## config.mk

```make
export PLATFORM = sky130hd
export DESIGN_NAME = mdio_phy_emu
export DESIGN_NICKNAME = d
export VERILOG_FILES = /design/src/rtl/mdio_phy_emu.sv
export SDC_FILE = /design/constraint.sdc
export NUM_CORES = 1
export LEC_CHECK = 0
export ABC_AREA = 1
export BUFFER_PORTS_ARGS = -buffer_cell sky130_fd_sc_hd__buf_4
export CORE_MARGIN = 2
export CORE_UTILIZATION = 59
export CTS_BUF_LIST = sky130_fd_sc_hd__clkbuf_16
export CTS_CLUSTER_SIZE = 12
export DETAILED_ROUTE_END_ITERATION = 16
export HOLD_SLACK_MARGIN = 0.08
export PLACE_DENSITY = 0.76
export SYNTH_ARGS = -nofsm -noshare
export SYNTH_HDL_FRONTEND = slang
export SYNTH_SLANG_ARGS = --single-unit
```

## constraint.sdc

```tcl
create_clock -name clk -period 2.4 [get_ports clk]
set_clock_uncertainty 0.15 [all_clocks]
set_input_delay 0.12 -clock clk [delete_from_list [all_inputs] [get_ports clk]]
set_output_delay 0.12 -clock clk [all_outputs]
set_load 0.01 [all_outputs]
```

## src/rtl/mdio_phy_emu.sv

```systemverilog
// Clause-22 MDIO responder emulating a PHY register file; all protocol
// actions are taken in the clk cycle after a synchronized MDC rising edge.
module mdio_phy_emu #(
  parameter logic [4:0]  PHY_ADDR = 5'b0,
  parameter logic [15:0] PHY_ID1  = 16'h0141,
  parameter logic [15:0] PHY_ID2  = 16'h0CC2
) (
  input  logic       clk,
  input  logic       rst,
  input  logic       mdc,
  input  logic       mdio_i,
  output logic       mdio_o,
  output logic       mdio_oe,
  input  logic       link_up,
  input  logic [1:0] speed,
  input  logic       full_duplex,
  input  logic       link_change,
  output logic       intr_out,
  output logic       phy_reset_req
);

  typedef enum logic [2:0] {
    S_PRE, S_ST, S_OP, S_PHYAD, S_REGAD, S_TA, S_RDATA, S_WDATA
  } state_t;

  logic [1:0]  mdc_s, mdio_s;
  logic        mdc_d, mdc_rise, bit_in;
  state_t      state, state_n;
  logic [5:0]  cnt, cnt_n;
  logic [15:0] sh, sh_n, rd_data, wdata;
  logic [4:0]  regad, regad_n, addr_cur;
  logic        is_rd, is_rd_n, oe_n, o_n, rd_load, wr_commit;
  logic [14:0] ctrl;
  logic [15:0] adv;
  logic        ie, lat_link, chg_flag;

  assign mdc_rise = mdc_s[1] & ~mdc_d;
  assign bit_in   = mdio_s[1];
  assign addr_cur = {sh[3:0], bit_in};
  assign wdata    = {sh[14:0], bit_in};

  always_ff @(posedge clk or posedge rst) begin
    if (rst) begin
      mdc_s  <= '0;
      mdio_s <= '0;
      mdc_d  <= 1'b0;
    end else begin
      mdc_s  <= {mdc_s[0], mdc};
      mdio_s <= {mdio_s[0], mdio_i};
      mdc_d  <= mdc_s[1];
    end
  end

  always_comb begin
    rd_data = '0;
    case (addr_cur)
      5'd0:  rd_data = {1'b0, ctrl};
      5'd1:  rd_data = 16'h7949 | {10'b0, link_up, 2'b0, lat_link, 2'b0};
      5'd2:  rd_data = PHY_ID1;
      5'd3:  rd_data = PHY_ID2;
      5'd4:  rd_data = adv;
      5'd17: rd_data = {speed, full_duplex, 1'b0, 1'b1, link_up, 10'b0};
      5'd18: rd_data = {5'b0, ie, 10'b0};
      5'd19: rd_data = {5'b0, chg_flag, 10'b0};
      default: rd_data = '0;
    endcase
  end

  // cnt doubles as preamble counter and per-field bit counter
  always_comb begin
    state_n   = state;
    cnt_n     = cnt;
    sh_n      = sh;
    regad_n   = regad;
    is_rd_n   = is_rd;
    oe_n      = mdio_oe;
    o_n       = mdio_o;
    rd_load   = 1'b0;
    wr_commit = 1'b0;
    if (mdc_rise) begin
      case (state)
        S_PRE: begin
          if (bit_in) cnt_n = (cnt == 6'd32) ? cnt : cnt + 6'd1;
          else begin
            cnt_n = '0;
            if (cnt == 6'd32) state_n = S_ST;
          end
        end
        S_ST: begin
          cnt_n   = '0;
          state_n = bit_in ? S_OP : S_PRE;
        end
        S_OP: begin
          sh_n = wdata;
          if (cnt == 6'd0) cnt_n = 6'd1;
          else begin
            cnt_n = '0;
            if ({sh[0], bit_in} == 2'b10)      begin is_rd_n = 1'b1; state_n = S_PHYAD; end
            else if ({sh[0], bit_in} == 2'b01) begin is_rd_n = 1'b0; state_n = S_PHYAD; end
            else state_n = S_PRE;
          end
        end
        S_PHYAD: begin
          sh_n = wdata;
          if (cnt == 6'd4) begin
            cnt_n   = '0;
            state_n = (addr_cur == PHY_ADDR) ? S_REGAD : S_PRE;
          end else cnt_n = cnt + 6'd1;
        end
        S_REGAD: begin
          sh_n = wdata;
          if (cnt == 6'd4) begin
            cnt_n   = '0;
            regad_n = addr_cur;
            state_n = S_TA;
            if (is_rd) begin
              sh_n    = rd_data;
              rd_load = 1'b1;
            end
          end else cnt_n = cnt + 6'd1;
        end
        S_TA: begin
          if (is_rd) begin
            oe_n    = 1'b1;
            o_n     = 1'b0;
            cnt_n   = '0;
            state_n = S_RDATA;
          end else if (cnt == 6'd1) begin
            cnt_n   = '0;
            state_n = S_WDATA;
          end else cnt_n = 6'd1;
        end
        S_RDATA: begin
          if (cnt == 6'd16) begin
            oe_n    = 1'b0;
            o_n     = 1'b1;
            cnt_n   = '0;
            state_n = S_PRE;
          end else begin
            o_n   = sh[15];
            sh_n  = {sh[14:0], 1'b0};
            cnt_n = cnt + 6'd1;
          end
        end
        S_WDATA: begin
          sh_n = wdata;
          if (cnt == 6'd15) begin
            wr_commit = 1'b1;
            cnt_n     = '0;
            state_n   = S_PRE;
          end else cnt_n = cnt + 6'd1;
        end
      endcase
    end
  end

  always_ff @(posedge clk or posedge rst) begin
    if (rst) begin
      state   <= S_PRE;
      cnt     <= '0;
      sh      <= '0;
      regad   <= '0;
      is_rd   <= 1'b0;
      mdio_oe <= 1'b0;
      mdio_o  <= 1'b1;
    end else begin
      state   <= state_n;
      cnt     <= cnt_n;
      sh      <= sh_n;
      regad   <= regad_n;
      is_rd   <= is_rd_n;
      mdio_oe <= oe_n;
      mdio_o  <= o_n;
    end
  end

  always_ff @(posedge clk or posedge rst) begin
    if (rst) begin
      ctrl          <= 15'h1140;
      adv           <= 16'h01E1;
      ie            <= 1'b0;
      lat_link      <= 1'b0;
      chg_flag      <= 1'b0;
      intr_out      <= 1'b0;
      phy_reset_req <= 1'b0;
    end else begin
      phy_reset_req <= 1'b0;
      intr_out      <= chg_flag & ie;
      if (!link_up) lat_link <= 1'b0;
      else if (rd_load && addr_cur == 5'd1) lat_link <= 1'b1;
      // a coincident link_change wins over the clear-on-read
      if (link_change) chg_flag <= 1'b1;
      else if (rd_load && addr_cur == 5'd19) chg_flag <= 1'b0;
      if (wr_commit) begin
        case (regad)
          5'd0: begin
            if (wdata[15]) begin
              ctrl          <= 15'h1140;
              adv           <= 16'h01E1;
              ie            <= 1'b0;
              phy_reset_req <= 1'b1;
            end else ctrl <= wdata[14:0];
          end
          5'd4:  adv <= wdata;
          5'd18: ie  <= wdata[10];
          default: ;
        endcase
      end
    end
  end

endmodule

```

==> results <==
- The flow ran to the end, and the final reports show no timing, DRC or antenna violations.
- Buffers inserted during clock tree synthesis total 9.
- The wire length after detailed routing is 10.3 mm.
- The total core area is 6760 sq um.
- The placed instances occupy a cell area of 4250 sq um.
- Cells with a size suffix above 1 make up 16.7% of the layout.
- The residual DRC count is 0.
- The internal portion of the total power is 2.33 mW.
- Setup repair after global routing left no endpoint under its margin.
- The I/O pin count is 13.
- The count of input and output buffers is 12.
- The analysis attributes to net switching a power of 0.634 mW.
- The worst setup path is captured at a flip-flop.
- After detailed routing, the number of vias per cell comes to 5.91.
- The number of inserted filler cells in the final layout is 539.
- For this run, the top clock speed supported by timing is 473 MHz.
- The critical path's largest stage delay is 0.45 ns.
- The final hold violation count was 0.
- The kind of critical path is reg -> reg.
- The class of the tightest hold or removal check is in -> reg.
- Combinational cells account for 5.2% of the total power.
- The area of the mapped netlist is 4100 sq um.
- Across every metal layer, demand over resource in global routing totals 29.5%.
- The worst setup path is launched from a flip-flop.
- The first-pass GRT wire length is 17.0 mm.
- The height of the die is 87.3 um.
- The sink count of the clock tree is 74.
- The number of global-route vias before repair is 3,472.
- The pin slew with the least headroom to its limit is 0.692 ns.
- Net switching is 21.4% of the power.
- Setup total negative slack on the finished layout was measured at 0 ns.
- The proportion of power drawn by the clock network is 51.6%.
- The CTS tree is built.
- The arrival time of data at the critical path endpoint is 2.18 ns.
- The area growth from synthesis to layout is 13.7%.
- Entering global routing, the biggest net connects 37 pins.
- The final instance count without filler cells is 618.
- Measured against its own limit, the worst slew margin works out to 53.8%.
- Registers are responsible for 43.2% of the overall power.
- The power density normalized to cell area is 637 nW/um^2.
- The worst IR drop on VDD is 0.384 mV.
- For the worst-skew pair, the clock arrives at the later sink with an insertion delay of 0.33 ns.
- The final net count is 549.
- The static power due to leakage is 2.17 nW.
- The area of the die is 7630 sq um.
- The number of placed instances, taps included, is 597.
- The worst-path cell with the longest stage delay is sky130_fd_sc_hd__o211ai_1.
- The number of setup violations in the final report is 0.
- The instance count of the mapped netlist is 510.
- The cell at the root of the clock tree is sky130_fd_sc_hd__clkbuf_16.
- After layout, the worst path uses 88.0% of the clock period.
- The number of detailed-route iterations in the first pass is 7.
- After synthesis, flip-flops and latches occupy 45.5% of the total area.
- The effective utilization at floorplan is 60.6%.
- On the final layout, the worst hold slack is 0.111 ns.
- Clock-pin slew was measured on the worst setup and hold paths at 0.06 ns.
- Dividing the detail-routed wire length by the instance count gives 16.6 um.
- The final instance area is 4660 sq um.
- The number of synthesized register bits is 74.
- Once detail routing completed, the nets flagged for antenna violations numbered 0.
- The initialized floorplan defines 30 standard-cell rows.
- The number of design-rule violations left by the first detailed-router iteration is 420.
- The via count is 3,653.
- At the end of routability-driven placement, the weighted congestion stood at 1.00.
- Along the worst path, the maximum fanout reaches 15.
- The number of buffers on the longest clock path is 2.
- The data required time of the critical path is 2.47 ns.
- After layout, the minimum clock period comes to 2.11 ns.
- The number of pins exceeding their max-slew limit in the final report is 0.
- For this run the aggregate overflow at the end of global routing stands at 0.
- Synthesis produced a netlist with a net count of 526.
- Summed over all nets, the half-perimeter wirelength after detailed placement is 7.38 mm.
- The number of antenna violations at the first check in global routing is 0.
- Walking the worst path, the cells encountered are inv_1 -> ha_1 -> o211ai_1 -> nand3_4 -> nand3_1 -> a21oi_1.
- The netlist uses 40 different library cells.
- The number of antenna diodes in the final layout is 0.
- From left edge to right edge, the die measures 87.3 um.
- The number of levels in the clock H-tree is 3.
- The tool flagged a number of max-cap violations equal to 0.
- After synthesis, the mean cell area works out to 8.03 sq um.
- For this run, the number of Yosys warnings is 0.
power groups by stage:
stage	combinational [mW]	clock, mW	sequential, mW
final	0.154	1.53	1.28
after global routing	0.178	1.61	1.28
after CTS	0.154	1.54	1.28
after detailed placement	0.147	0	1.30
after global placement	0.144	0	1.30
after floorplan	0.100	0	1.30
flip-flops by register name, indices dropped and copies added, names as in the netlist:
signal,count
adv,16
sh,16
ctrl,15
cnt,6
regad,5
state,3
mdc_s,2
mdio_s,2
chg_flag,1
ie,1
intr_out,1
is_rd,1
lat_link,1
mdc_d,1
mdio_o,1
mdio_oe,1
phy_reset_req,1
critical path: cells and delay by family, from the launching register on:
| kind | cells | cell delay [ns] |
|---|---|---|
| AOI/OAI and AO/OA | 2 | 0.53 |
| adders and majority gates | 1 | 0.29 |
| buffers and inverters | 1 | 0.17 |
| DFF | 1 | 0.43 |
| and+or+nand+nor | 2 | 0.43 |
Yosys cell counts (all sizes together):
library cell	instances	area share (%)
inv	66	6.1
a21oi	39	5.1
buf	13	2.7
nand3b	1	0.18
xor2	1	0.21
ha	7	2.1
nor3	7	1.4
nor2	62	7.1
nor3b	2	0.64
o22ai	7	1.5
o21bai	2	0.37
o31ai	1	0.18
dfrtp	65	40
o21a	1	0.18
a211oi	1	0.18
nand2	108	11
dfstp	9	5.8
a31oi	1	0.15
o31a	1	0.21
o211ai	3	0.55
o21ai	49	6.1
nand3	51	6.7
clkbuf	1	0.092
nand4	12	1.8
metal layers:
metal  vias to the layer above  global-route usage, %  wire length, um
met5                         -                      0                0
met4                         0                   13.1              342
met3                        38                   7.01              817
met2                       199                   46.8             4880
met1                      1693                   38.3             4230
li1                       1723                      -                -
stage by stage:
stage | setup WS (ns) | power, mW | utilization [%]
5_1_grt | 0.0807 | 3.07 | 68.9
2_1_floorplan | 0.263 | 1.40 | -
4_1_cts | 0.194 | 2.98 | 68.8
6_report | 0.288 | 2.97 | 68.9
3_3_place_gp | 0.328 | 1.45 | 63.0
3_5_place_dp | 0.227 | 1.45 | 63.0
path summary, 6_finish.rpt:
path,cells after the start,slack [ns],end,startpoint
max,6,0.29,sh[15]$_DFFE_PP0P_,mdio_s[1]$_DFF_PP0_
min,5,0.11,sh[13]$_DFFE_PP0P_,full_duplex
max reg2reg,6,0.29,sh[15]$_DFFE_PP0P_,mdio_s[1]$_DFF_PP0_
min reg2reg,0,0.20,mdio_s[1]$_DFF_PP0_,mdio_s[0]$_DFF_PP0_
max in group asynchronous,4,1.10,ctrl[12]$_DFFE_PP1P_,rst
min in group asynchronous,3,0.31,regad[2]$_DFFE_PP0P_,rst
repair_timing:
action / CTS / global route
setup buffers: 0 / 0
endpoints found under the hold margin: 32 / 0
resized for setup: 0 / 2
endpoints found under the setup margin: 0 / 10
hold buffers: 5 / 0
cells by family (layout without fill, tap and decap cells):
kind of cell	after synthesis	in the layout	share of synthesized area, %
AND/OR/NAND/NOR	243	243	28.7
flip-flops	74	74	45.5
AO/OA/AOI/OAI	105	105	14.6
buffers and inverters	80	108	8.86
adder cells (fa/ha/maj)	7	7	2.14
XOR/XNOR	1	1	0.214
placed cells by master, fill, tap and decap left out, types with 5 or more instances in the layout:
| cell type | n |
|---|---|
| sky130_fd_sc_hd__dlygate4sd3_1 | 5 |
| sky130_fd_sc_hd__o21ai_0 | 30 |
| sky130_fd_sc_hd__nand2_1 | 100 |
| sky130_fd_sc_hd__nor2_4 | 5 |
| sky130_fd_sc_hd__nor2_2 | 9 |
| sky130_fd_sc_hd__nand3_1 | 47 |
| sky130_fd_sc_hd__buf_4 | 20 |
| sky130_fd_sc_hd__o21ai_1 | 18 |
| sky130_fd_sc_hd__clkbuf_16 | 9 |
| sky130_fd_sc_hd__a21oi_1 | 37 |
| sky130_fd_sc_hd__inv_2 | 9 |
| sky130_fd_sc_hd__nand4_1 | 12 |
| sky130_fd_sc_hd__nor2_1 | 48 |
| sky130_fd_sc_hd__dfstp_2 | 9 |
| sky130_fd_sc_hd__inv_1 | 56 |
| sky130_fd_sc_hd__nor3_1 | 5 |
| sky130_fd_sc_hd__dfrtp_1 | 65 |
| sky130_fd_sc_hd__ha_1 | 7 |
cell type report:
class                   count  area, sq um  area share [%]
multi-input cells         356         1880            40.4
flip-flops and latches     74         1860            40.0
inverters                  66          250            5.37
well taps                  80          100            2.15
clock inverters             7          118            2.53
clock buffers               9          225            4.84
repair buffers             26          220            4.73
Power figures use the tool's default switching activity.
